===== src/rtl/ariane_pkg.sv =====
// Core-wide types and defaults shared by the decode/issue front end.
// Holds the scoreboard entry format and the default issue-queue sizing.
package ariane_pkg;

  localparam int unsigned ID_QUEUE_DEPTH   = 4;
  localparam int unsigned ID_MAX_CTRL_FLOW = 2;

  typedef struct packed {
    logic [31:0] pc;
    logic [7:0]  op;
    logic [4:0]  rs1;
    logic [4:0]  rs2;
    logic [4:0]  rd;
    logic [31:0] result;
    logic        use_imm;
    logic        valid;
  } scoreboard_entry_t;

endpackage


===== src/rtl/id_issue_queue.sv =====
// Decode-to-issue buffer: in-order circular queue with a control-flow throttle.
// Optional zero-latency empty-queue bypass is enabled by defining ID_ISSUE_QUEUE_BYPASS_EN.
module id_issue_queue
  import ariane_pkg::*;
#(
  parameter int unsigned DEPTH         = ID_QUEUE_DEPTH,
  parameter int unsigned MAX_CTRL_FLOW = ID_MAX_CTRL_FLOW
) (
  input  logic                       clk_i,
  input  logic                       rst_ni,
  input  logic                       flush_i,
  input  scoreboard_entry_t          decoded_instr_i,
  input  logic                       is_ctrl_flow_i,
  input  logic                       decoded_valid_i,
  output logic                       decoded_ack_o,
  output scoreboard_entry_t          issue_entry_o,
  output logic                       issue_entry_valid_o,
  output logic                       is_ctrl_flow_o,
  input  logic                       issue_instr_ack_i,
  output logic [$clog2(DEPTH):0]     usage_o
);

  localparam int unsigned PW = $clog2(DEPTH);
  localparam int unsigned CW = PW + 1;
  localparam logic [CW-1:0] DEPTH_C = CW'(DEPTH);
  localparam logic [CW-1:0] MAX_C   = CW'(MAX_CTRL_FLOW);

  scoreboard_entry_t r_mem [DEPTH];
  logic [DEPTH-1:0]  r_ctrl_mem;
  logic [PW-1:0]     r_rd_ptr;
  logic [PW-1:0]     r_wr_ptr;
  logic [CW-1:0]     r_count;
  logic [CW-1:0]     r_ctrl_cnt;
  logic              r_valid;

  logic              w_empty;
  logic              w_head_ctrl;
  logic              w_bypass;
  logic              w_pop;
  logic              w_pop_stored;
  logic              w_write;
  logic [CW-1:0]     w_ctrl_after_pop;
  logic [CW-1:0]     w_count_next;
  logic [CW-1:0]     w_ctrl_next;

  assign w_empty     = (r_count == '0);
  assign w_head_ctrl = r_ctrl_mem[r_rd_ptr];

`ifdef ID_ISSUE_QUEUE_BYPASS_EN
  assign w_bypass            = w_empty && decoded_valid_i && !flush_i;
  assign issue_entry_valid_o = r_valid || w_bypass;
  assign issue_entry_o       = w_bypass ? decoded_instr_i : r_mem[r_rd_ptr];
  assign is_ctrl_flow_o      = w_bypass ? is_ctrl_flow_i : w_head_ctrl;
`else
  assign w_bypass            = 1'b0;
  assign issue_entry_valid_o = r_valid;
  assign issue_entry_o       = r_mem[r_rd_ptr];
  assign is_ctrl_flow_o      = w_head_ctrl;
`endif

  // A bypassed pop never touches storage, so only stored pops move the read side.
  assign w_pop            = issue_instr_ack_i && issue_entry_valid_o;
  assign w_pop_stored     = w_pop && !w_empty;
  assign w_ctrl_after_pop = r_ctrl_cnt - CW'(w_pop_stored && w_head_ctrl);

  assign decoded_ack_o = decoded_valid_i && !flush_i
                         && ((r_count < DEPTH_C) || w_pop)
                         && (!is_ctrl_flow_i || (w_ctrl_after_pop < MAX_C));

  assign w_write      = decoded_ack_o && !(w_bypass && w_pop);
  assign w_count_next = r_count + CW'(w_write) - CW'(w_pop_stored);
  assign w_ctrl_next  = r_ctrl_cnt + CW'(w_write && is_ctrl_flow_i)
                        - CW'(w_pop_stored && w_head_ctrl);

  assign usage_o = r_count;

  always_ff @(posedge clk_i or negedge rst_ni) begin
    if (!rst_ni) begin
      r_rd_ptr   <= '0;
      r_wr_ptr   <= '0;
      r_count    <= '0;
      r_ctrl_cnt <= '0;
      r_valid    <= 1'b0;
      r_ctrl_mem <= '0;
      for (int i = 0; i < DEPTH; i++) begin
        r_mem[i] <= '0;
      end
    end else if (flush_i) begin
      r_rd_ptr   <= '0;
      r_wr_ptr   <= '0;
      r_count    <= '0;
      r_ctrl_cnt <= '0;
      r_valid    <= 1'b0;
    end else begin
      if (w_write) begin
        r_mem[r_wr_ptr]      <= decoded_instr_i;
        r_ctrl_mem[r_wr_ptr] <= is_ctrl_flow_i;
        r_wr_ptr             <= r_wr_ptr + PW'(1);
      end
      if (w_pop_stored) begin
        r_rd_ptr <= r_rd_ptr + PW'(1);
      end
      r_count    <= w_count_next;
      r_ctrl_cnt <= w_ctrl_next;
      r_valid    <= (w_count_next != '0);
    end
  end

`ifndef SYNTHESIS
  a_depth_pow2: assert property (@(posedge clk_i) disable iff (!rst_ni)
    (DEPTH >= 2) && ((DEPTH & (DEPTH - 1)) == 0));
  a_max_ctrl_range: assert property (@(posedge clk_i) disable iff (!rst_ni)
    (MAX_CTRL_FLOW >= 1) && (MAX_CTRL_FLOW <= DEPTH));
  a_no_ack_invalid: assert property (@(posedge clk_i) disable iff (!rst_ni)
    !(issue_instr_ack_i && !issue_entry_valid_o));
  a_ctrl_le_count: assert property (@(posedge clk_i) disable iff (!rst_ni)
    r_ctrl_cnt <= r_count);
`endif

endmodule


===== config.mk =====
export PLATFORM = sky130hd
export DESIGN_NAME = id_issue_queue
export DESIGN_NICKNAME = d
export VERILOG_FILES = /design/src/rtl/ariane_pkg.sv /design/src/rtl/id_issue_queue.sv
export SDC_FILE = /design/constraint.sdc
export NUM_CORES = 1
export LEC_CHECK = 0
export ABC_AREA = 1
export BUFFER_PORTS_ARGS = -buffer_cell sky130_fd_sc_hd__buf_2
export CAP_MARGIN = 20
export CORE_ASPECT_RATIO = 0.75
export CORE_MARGIN = 3
export CORE_UTILIZATION = 55
export CTS_CLUSTER_SIZE = 8
export DETAILED_ROUTE_END_ITERATION = 7
export GPL_TIMING_DRIVEN = 0
export PLACE_DENSITY = 0.85
export SETUP_SLACK_MARGIN = 0.05
export SLEW_MARGIN = 20
export SYNTH_ARGS = -nofsm -noshare
export SYNTH_HDL_FRONTEND = slang
export SYNTH_SLANG_ARGS = --single-unit

===== constraint.sdc =====
create_clock -name clk_i -period 3.6 [get_ports clk_i]
set_input_delay 0.36 -clock clk_i [delete_from_list [all_inputs] [get_ports clk_i]]
set_output_delay 0.36 -clock clk_i [all_outputs]
set_load 0.02 [all_outputs]

# Word-level counts from Yosys, hierarchy flattened
# Cells that the tools add are included.
word_totals:
  ff_bits: 371
  inputBits: 95
  output_inout_bits: 95
  word_cells: 93
classes:
  add_sub_neg: 7
  magnitude_cmp: 8
  mux: 18
  bitwise: 3
  n_reduce_logical: 19
ops:
  columns: ["cell", "n"]
  rows:
  - ["356-bit bitwise mux", 1]
  - ["89-bit two-way mux", 3]
  - ["89-bit binary-select mux with 2-bit select", 1]
  - ["89-bit demux with 2-bit select", 1]
  - ["1-bit logical AND", 9]
  - ["3-bit by 1-bit subtractor with 3-bit output", 3]
  - ["2-bit two-way mux", 4]
  - ["3-bit by 1-bit adder with 3-bit output", 2]
  - ["3-bit greater-or-equal comparator (second input constant)", 2]
  - ["2-bit by 3-bit < comparator with 1-bit output (second input constant)", 2]
  - ["3-bit two-way mux", 2]
  - ["2-bit inverter with 3-bit output", 2]
  - ["2-bit by 1-bit adder with 2-bit output (second input constant)", 2]
  - ["4-bit bitwise mux", 1]
  - ["2-bit nonzero test", 2]
  - ["1-bit logical NOT", 3]
  - ["3-bit logical NOT", 1]
  - ["3-bit by 1-bit < comparator with 1-bit output (second input constant)", 1]
  - ["3-bit by 2-bit < comparator with 1-bit output (second input constant)", 1]
  - ["3-bit < comparator (second input constant)", 1]
  - ["1-bit two-way mux", 3]
  - ["3-bit nonzero test", 1]
  - ["1-bit binary-select mux with 2-bit select", 1]
  - ["1-bit demux with 2-bit select", 1]
  - ["other kinds (4)", 5]

# Depth between registers and ports, before layout
# Gate-level depths: netlist of the first run.
logic_depth:
  word_depth: 12
  mapped_depth: 24
  ltp_nobuf: 20

# Worst setup path before layout of the first run
# No wires, ideal clock.
synth_path:
  path_type: "flip-flop to flip-flop"
  startpoint: "register r_rd_ptr[0]"
  endpoint: "register r_ctrl_cnt[2]"
  setup_ns: 0.118
  arrival_time_ns: 3.373
  required_time_ns: 3.482
  path_slack_ns: 0.108
  stages_incl_launch_ff: 25
  path_buffers: 4
  synth_period_minus_slack_ns: 3.492
  path_cell_list: "dfrtp_1 inv_1 buf_2 clkbuf_1 nand2_1 nand3_1 nand2_1 nor3_1 ha_1 inv_1 nand2_1 nand3_1 nand2_2 buf_2 buf_2 nand2_1 inv_1 nand2_1 ha_1 inv_1 ha_1 inv_1 fa_1 xor2_1 nor2_1"
synth_between:
  elab_chain_len: 11
synth_lines:
  columns: ["item", "line_no", "source"]
  rows:
  - ["start: declaration", "id_issue_queue.sv:30", "logic [PW-1:0] r_rd_ptr;"]
  - ["start signal: assignment", "id_issue_queue.sv:101", "r_rd_ptr <= r_rd_ptr + PW'(1);"]
  - ["1-bit binary-select mux with 2-bit select", "id_issue_queue.sv:47", "assign w_head_ctrl = r_ctrl_mem[r_rd_ptr];"]
  - ["1-bit two-way mux (implied by the code)", "id_issue_queue.sv:47", null]
  - ["1-bit logical AND", "id_issue_queue.sv:64", "assign w_ctrl_after_pop = r_ctrl_cnt - CW'(w_pop_stored && w_head_ctrl);"]
  - ["3-bit by 1-bit subtractor with 3-bit output", "id_issue_queue.sv:64", null]
  - ["3-bit by 2-bit < comparator with 1-bit output", "id_issue_queue.sv:68", "&& (!is_ctrl_flow_i || (w_ctrl_after_pop < MAX_C));"]
  - ["1-bit logical OR", "id_issue_queue.sv:68", null]
  - ["1-bit logical AND", "id_issue_queue.sv:68", null]
  - ["net decoded_ack_o", "id_issue_queue.sv:15", "output logic decoded_ack_o,"]
  - ["1-bit logical AND", "id_issue_queue.sv:72", "assign w_ctrl_next = r_ctrl_cnt + CW'(w_write && is_ctrl_flow_i)"]
  - ["3-bit by 1-bit adder with 3-bit output", "id_issue_queue.sv:72", null]
  - ["3-bit by 1-bit subtractor with 3-bit output", "id_issue_queue.sv:73", "- CW'(w_pop_stored && w_head_ctrl);"]
  - ["3-bit two-way mux", "id_issue_queue.sv:88", "end else if (flush_i) begin"]
  - ["end signal: assignment", "id_issue_queue.sv:104", "r_ctrl_cnt <= w_ctrl_next;"]
  - ["end: declaration", "id_issue_queue.sv:33", "logic [CW-1:0] r_ctrl_cnt;"]
# The timed path passes the listed nets, and every way through them passes these cells. The select of a mux whose other input is x is not followed.
# A chain may end at the register's enable or synchronous reset.

# Worst setup path after layout of the first run
layout_path:
  startpoint: "register r_rd_ptr[1]"
  endpoint: "register r_mem[354] (netlist name)"
layout_between:
  elab_chain_len: 8
layout_lines:
  columns: ["item", "line_no", "source"]
  rows:
  - ["1-bit binary-select mux with 2-bit select", "id_issue_queue.sv:47", null]
  - ["1-bit two-way mux (implied by the code)", "id_issue_queue.sv:47", null]
  - ["1-bit logical AND", "id_issue_queue.sv:64", null]
  - ["3-bit by 1-bit subtractor with 3-bit output", "id_issue_queue.sv:64", null]
  - ["3-bit by 2-bit < comparator with 1-bit output", "id_issue_queue.sv:68", null]
  - ["1-bit logical OR", "id_issue_queue.sv:68", null]
  - ["1-bit logical AND", "id_issue_queue.sv:68", null]
  - ["2-bit AND reduction (no source line)", null, null]
  - ["end signal: indexed assignment", "id_issue_queue.sv:96", "r_mem[r_wr_ptr] <= decoded_instr_i;"]
  - ["end: declaration", "id_issue_queue.sv:28", "scoreboard_entry_t r_mem [DEPTH];"]
# No other way between the ends. The select of a mux whose other input is x is not followed.

==> results of run 1 <==
flip-flops by register name (all words and copies together), names as in the netlist:
signal	flops
r_mem	356
r_wr_ptr	2
r_ctrl_cnt	3
usage_o	3
r_ctrl_mem	4
issue_entry_valid_o	1
r_rd_ptr	2
synthesized netlist by cell type:
cell type  count
nand2_1      739
dfrtp_1      371
nand4_1      361
nor2_1       187
o21ai_0      180
clkbuf_1     145
o22ai_1       89
buf_2         36
inv_1         19
buf_1         16
buf_6         10
buf_4          9
ha_1           9
nand3_1        8
nand3_2        4
xor2_1         3
fa_1           2
xnor2_1        2
a21oi_1        1
a21oi_4        1
clkinv_1       1
inv_2          1
nand2_2        1
nor3_1         1
cells by family (layout without fill, tap and decap cells):
| logic type | Yosys count | in the layout | synth area share |
|---|---|---|---|
| flip-flops | 371 | 371 | 0.521 |
| adder cells (fa/ha/maj) | 11 | 11 | 0.00856 |
| other | 0 | 7 | 0 |
| XOR/XNOR | 5 | 5 | 0.00246 |
| buffers and inverters | 237 | 490 | 0.0585 |
| AND/OR/NAND/NOR | 1301 | 1301 | 0.327 |
| AO/OA/AOI/OAI | 271 | 271 | 0.0830 |
metal layers:
layer / GRT usage / part of all wire / routed length [microns] / up-vias
met5: 0 / 0.00046 / 28 / -
met4: 0.145 / 0.043 / 2600 / 4
met3: 0.0884 / 0.13 / 8020 / 231
met2: 0.521 / 0.44 / 26700 / 1344
met1: 0.491 / 0.39 / 23700 / 8784
li1: - / - / - / 8053
critical path, cell delays in order, from the launching register on:
cell	delay, ns
dfrtp_1	0.38
clkbuf_8	0.23
clkinv_4	0.16
nand3_1	0.13
nand2_2	0.10
nor3_1	0.17
ha_2	0.21
inv_1	0.04
nand2_1	0.05
nand3_1	0.12
nand2_4	0.12
clkbuf_1	0.91
clkbuf_1	0.50
nand4_1	0.21
nand2_1	0.13
timing repair:
action | CTS | global route
pin swaps | 1 | 0
cloned | 0 | 0
gates resized for setup | 27 | 5
endpoints found under the hold margin | 104 | 0
buffers inserted | 1 | 4
setup endpoints to repair | 370 | 14
hold buffers | 2 | 0
worst paths after layout:
kind | slack, ns | end | from | cells after the start
setup / recovery | 0.07 | r_mem[354] | r_rd_ptr[1] | 14
hold / removal | 0.09 | r_mem[194] | decoded_instr_i[16] | 3
setup reg to reg | 0.07 | r_mem[354] | r_rd_ptr[1] | 14
hold reg to reg | 0.46 | r_mem[131] | r_mem[131] | 2
max in group asynchronous | 1.80 | r_mem[76] | rst_ni | 5
min in group asynchronous | 0.40 | r_mem[114] | rst_ni | 3
power by group through the flow:
| stage | combinational [mW] | clock (mW) | sequential (mW) |
|---|---|---|---|
| after floorplan | 4.02 | 0 | 6.50 |
| after global placement | 5.91 | 0 | 6.64 |
| after detailed placement | 6.15 | 0 | 6.71 |
| after CTS | 6.25 | 4.31 | 6.69 |
| after global routing | 6.94 | 4.50 | 6.89 |
| final | 6.35 | 4.31 | 6.74 |
final cells by class:
type / count / area (sq um) / share of cell area
Clock inverter: 3 / 25.0 / 0.00120
Antenna cell: 7 / 17.5 / 0.000837
Multi-Input combinational cell: 1588 / 7510 / 0.359
Inverter: 21 / 83.8 / 0.00400
Clock buffer: 53 / 1330 / 0.0633
Sequential cell: 371 / 9280 / 0.443
Buffer: 214 / 1030 / 0.0491
Tap cell: 435 / 544 / 0.0260
Timing Repair Buffer: 199 / 1120 / 0.0534
==> flow_metrics.tcl, run 1 <==
set metrics [dict create \
    status "finished clean" \
    gp_congestion 0.927 \
    synthToLayoutAreaGrowth_pct 17.4 \
    synthCells 2196 \
    relSlewSlack 0.176 \
    final_util 0.663 \
    path_class "reg2reg" \
    p_per_area_mw_per_mm2 831 \
    intPower_mw 10.3 \
    fp.dieH_microns 162 \
    drive_above_1_share 0.131 \
    finalWirelength_mm 61.0 \
    path_max_fanout 10 \
    p_seq_frac 0.387 \
    synth_area_leader_cell "dfrtp_1" \
    dr_total_vias 18416 \
    leakage_nw 11.0 \
    portBuffers 188 \
    clock-sinks 371 \
    worst_pin_slew_ns 1.24 \
    crit_arrival_ns 4.02 \
    syn_nets 2302 \
    coreArea_sq_mm 0.0316 \
    cts_tree "done" \
    grt_max_degree 100 \
    syn_area_per_cell_sq_um 8.12 \
    fin_crit_ns 3.53 \
    cts_made_buffers 52 \
    synth_area_sq_mm 0.0178 \
    first_global_vias 17471 \
    tns_ns 0 \
    end_kind "flip-flop" \
    finalHoldViolations 0 \
    drv_slew 0 \
    dpl_cell_area_sq_mm 0.0194 \
    cts.path.max_buffers 3 \
    ir_worst_vdd_mv 0.467 \
    holdWs_ns 0.0861 \
    max_freq_mhz 284 \
    timing.final.crit_share 0.980 \
    place_ws_ns -1.39 \
    ios 190 \
    route.detailed.drc 0 \
    clock_latency_ns 0.57 \
    finalSetupViolCount 0 \
    pwr-share-comb 0.365 \
    drt_iter0_drc 2537 \
    clkTransAtPathRegs_ns 0.05 \
    fin_cells 2891 \
    nFillCells 2539 \
    fin_total_pwr_mw 17.4 \
    cap_violations 0 \
    die_w_microns 214 \
    synth_top_area_frac 0.521 \
    antenna_found_initial 7 \
    grt_overflow 0 \
    viasPerCell 6.37 \
    start_kind "flip-flop" \
    p_switching_mw 7.07 \
    yosysWarningCount 0 \
    wire_per_inst_microns 21.1 \
    h-tree-depth 2 \
    place_inst 2823 \
    root_buffer "clkbuf_16" \
    die_area_sq_mm 0.0346 \
    ant_nets 0 \
    start_util 0.564 \
    design_area_sq_mm 0.0209 \
    hold_class "in2reg" \
    p_clk_frac 0.248 \
    track_usage 0.349 \
    yosysUniqueCellTypes 24 \
    grt_pass1_wl_mm 95.5 \
    critPathRequiredTime_ns 4.10 \
    final_common_cell "nand2_1" \
    synthTopCellsByArea "dfrtp_1 52%, nand2_1 16%, nand4_1 13%" \
    drt-pass1-iter-count 8 \
    skew_ns 0.0161 \
    fin_nets 2553 \
    rows 56 \
    rsz0062_at_grt "no" \
    final.setup.worst_slack_ns 0.0731 \
    synth_seq_cells 371 \
    dp_hpwl_mm 40.8 \
    swShare 0.406 \
    final_cell_mix "738 x nand2_1, 371 x dfrtp_1, 361 x nand4_1" \
    synth_seq_area_share 0.521 \
]
(Power assumes the default switching activity.)
==> inputs of run 2 (changes only) <==
Settings changed: HOLD_SLACK_MARGIN set to 0.1.
==> flow_metrics.tcl, run 2 (synthesized netlist as in run 1, its figures left out) <==
set metrics [dict create \
    grt_overflow 0 \
    regToRegStartpoint "r_rd_ptr[1]" \
    synthToLayoutAreaGrowth_pct 20.2 \
    fin_crit_ns 3.53 \
    rows 56 \
    h-tree-depth 2 \
    clock_latency_ns 0.57 \
    r2r_cells 14 \
    cts_tree "done" \
    reg2reg_slack_ns 0.07 \
    crit_path_start "r_rd_ptr[1]" \
    dr_total_vias 18685 \
    critPathRequiredTime_ns 4.10 \
    clock-sinks 371 \
    start_kind "flip-flop" \
    seqCellArea_sq_mm 0.00928 \
    final_common_cell "nand2_1" \
    path_class "reg2reg" \
    portBuffers 188 \
    finalWirelength_mm 61.8 \
    worst_pin_slew_ns 1.29 \
    status "finished clean" \
    hold_class "in2reg" \
    root_buffer "clkbuf_16" \
    drive_above_1_share 0.129 \
    start_util 0.564 \
    grt_pass1_wl_mm 96.5 \
    viasPerCell 6.36 \
    die_area_sq_mm 0.0346 \
    first_global_vias 17744 \
    cap_violations 0 \
    setup.worst_path.end "r_mem[354]" \
    dpl_cell_area_sq_mm 0.0194 \
    final_cell_mix "738 x nand2_1, 371 x dfrtp_1, 361 x nand4_1" \
    cts.path.max_buffers 3 \
    track_usage 0.353 \
    leakage_nw 11.2 \
    drt-pass1-iter-count 7 \
    ant_nets 0 \
    p_per_area_mw_per_mm2 816 \
    wire_per_inst_microns 21.0 \
    top_register "r_mem" \
    r2r_end "r_mem[354]" \
    drv_slew 0 \
    die_w_microns 214 \
    fin_nets 2602 \
    fp.dieH_microns 162 \
    fin_total_pwr_mw 17.5 \
    path_max_fanout 10 \
    max_freq_mhz 283 \
    holdCritStartpoint "decoded_instr_i[20]" \
    drt_iter0_drc 2571 \
    clkTransAtPathRegs_ns 0.05 \
    gp_congestion 0.927 \
    nFillCells 2470 \
    finalSetupViolCount 0 \
    reg.largest.list "r_mem (356), r_ctrl_mem (4)" \
    rsz0062_at_grt "no" \
    timing.final.crit_share 0.982 \
    relSlewSlack 0.140 \
    crit_arrival_ns 4.03 \
    coreArea_sq_mm 0.0316 \
    route.detailed.drc 0 \
    end_kind "flip-flop" \
    ir_worst_vdd_mv 0.544 \
    skew_ns 0.0181 \
    ios 190 \
    cts_made_buffers 52 \
    finalHoldViolations 0 \
    multi_input_area_sq_mm 0.00751 \
    design_area_sq_mm 0.0214 \
    dp_hpwl_mm 40.8 \
    antenna_found_initial 6 \
    grt_max_degree 100 \
    largest_reg_flops 356 \
]
[run 2: cell count changes in the layout (fill, tap and decap cells not counted)]
cell	delta
dlygate4sd3_1	+49
diode_2	-1
[run 2: cell type report]
type	instances	area share
plain buffers	214	0.0479
repair buffers	248	0.0751
clock inverters	3	0.00117
multi-input cells	1588	0.351
clock buffers	53	0.0619
well taps	435	0.0254
inverters	21	0.00391
diodes	6	0.000701
flip-flops and latches	371	0.433
[run 2: metal layers]
metal | routed length, microns | part of all wire | track usage | vias up
met4 | 2660 | 0.043 | 0.145 | 2
met1 | 23600 | 0.38 | 0.494 | 8878
met5 | 13 | 0.00021 | 0 | -
met2 | 27200 | 0.44 | 0.529 | 1425
li1 | - | - | - | 8131
met3 | 8370 | 0.14 | 0.0880 | 249
[run 2: metrics by stage]
stage	hold slack [ns]	utilization	setup WS, ns	TNS, ns	instances
after floorplan	0.0644	-	0.108	0	2196
after global placement	0.448	0.611	-4.92	-1913.24	2819
after detailed placement	0.420	0.615	-1.39	-129.18	2823
after CTS	0.100	0.677	0.0756	0	2930
after global routing	0.102	0.678	0.0612	0	2937
final	0.104	0.678	0.0663	0	2939
[run 2: timing repair]
item | in CTS | in global routing
endpoints found under the setup margin | 370 | 15
buffers inserted | 1 | 4
gates resized for setup | 27 | 5
pin swaps | 1 | 0
hold buffers | 51 | 0
endpoints found under the hold margin | 197 | 0
[run 2: power by group]
group          leakage [nW]  internal [mW]  switching [mW]  total, mW
logic                  5.71           1.98            4.43       6.41
clock network         0.662           2.56            1.75       4.32
registers              4.84           5.82           0.923       6.74
[run 2: critical path, stage by stage, from the launching register on]
cell	delay, ns
dfrtp_1	0.37
clkbuf_8	0.23
clkinv_4	0.16
nand3_1	0.13
nand2_2	0.10
nor3_1	0.17
ha_2	0.21
inv_1	0.04
nand2_1	0.05
nand3_1	0.12
nand2_4	0.12
clkbuf_1	0.95
clkbuf_1	0.48
nand4_1	0.21
nand2_1	0.13
[run 2: worst min-delay path by stage]
stage / depth (start not counted) / to / slack (ns)
global route: 3 / r_mem[298] / 0.10
global placement: 2 / r_mem[265] / 0.45
detailed placement: 2 / r_mem[23] / 0.42
CTS: 3 / r_mem[67] / 0.10
finish: 3 / r_mem[198] / 0.10
floorplan: 0 / issue_entry_valid_o / 0.06
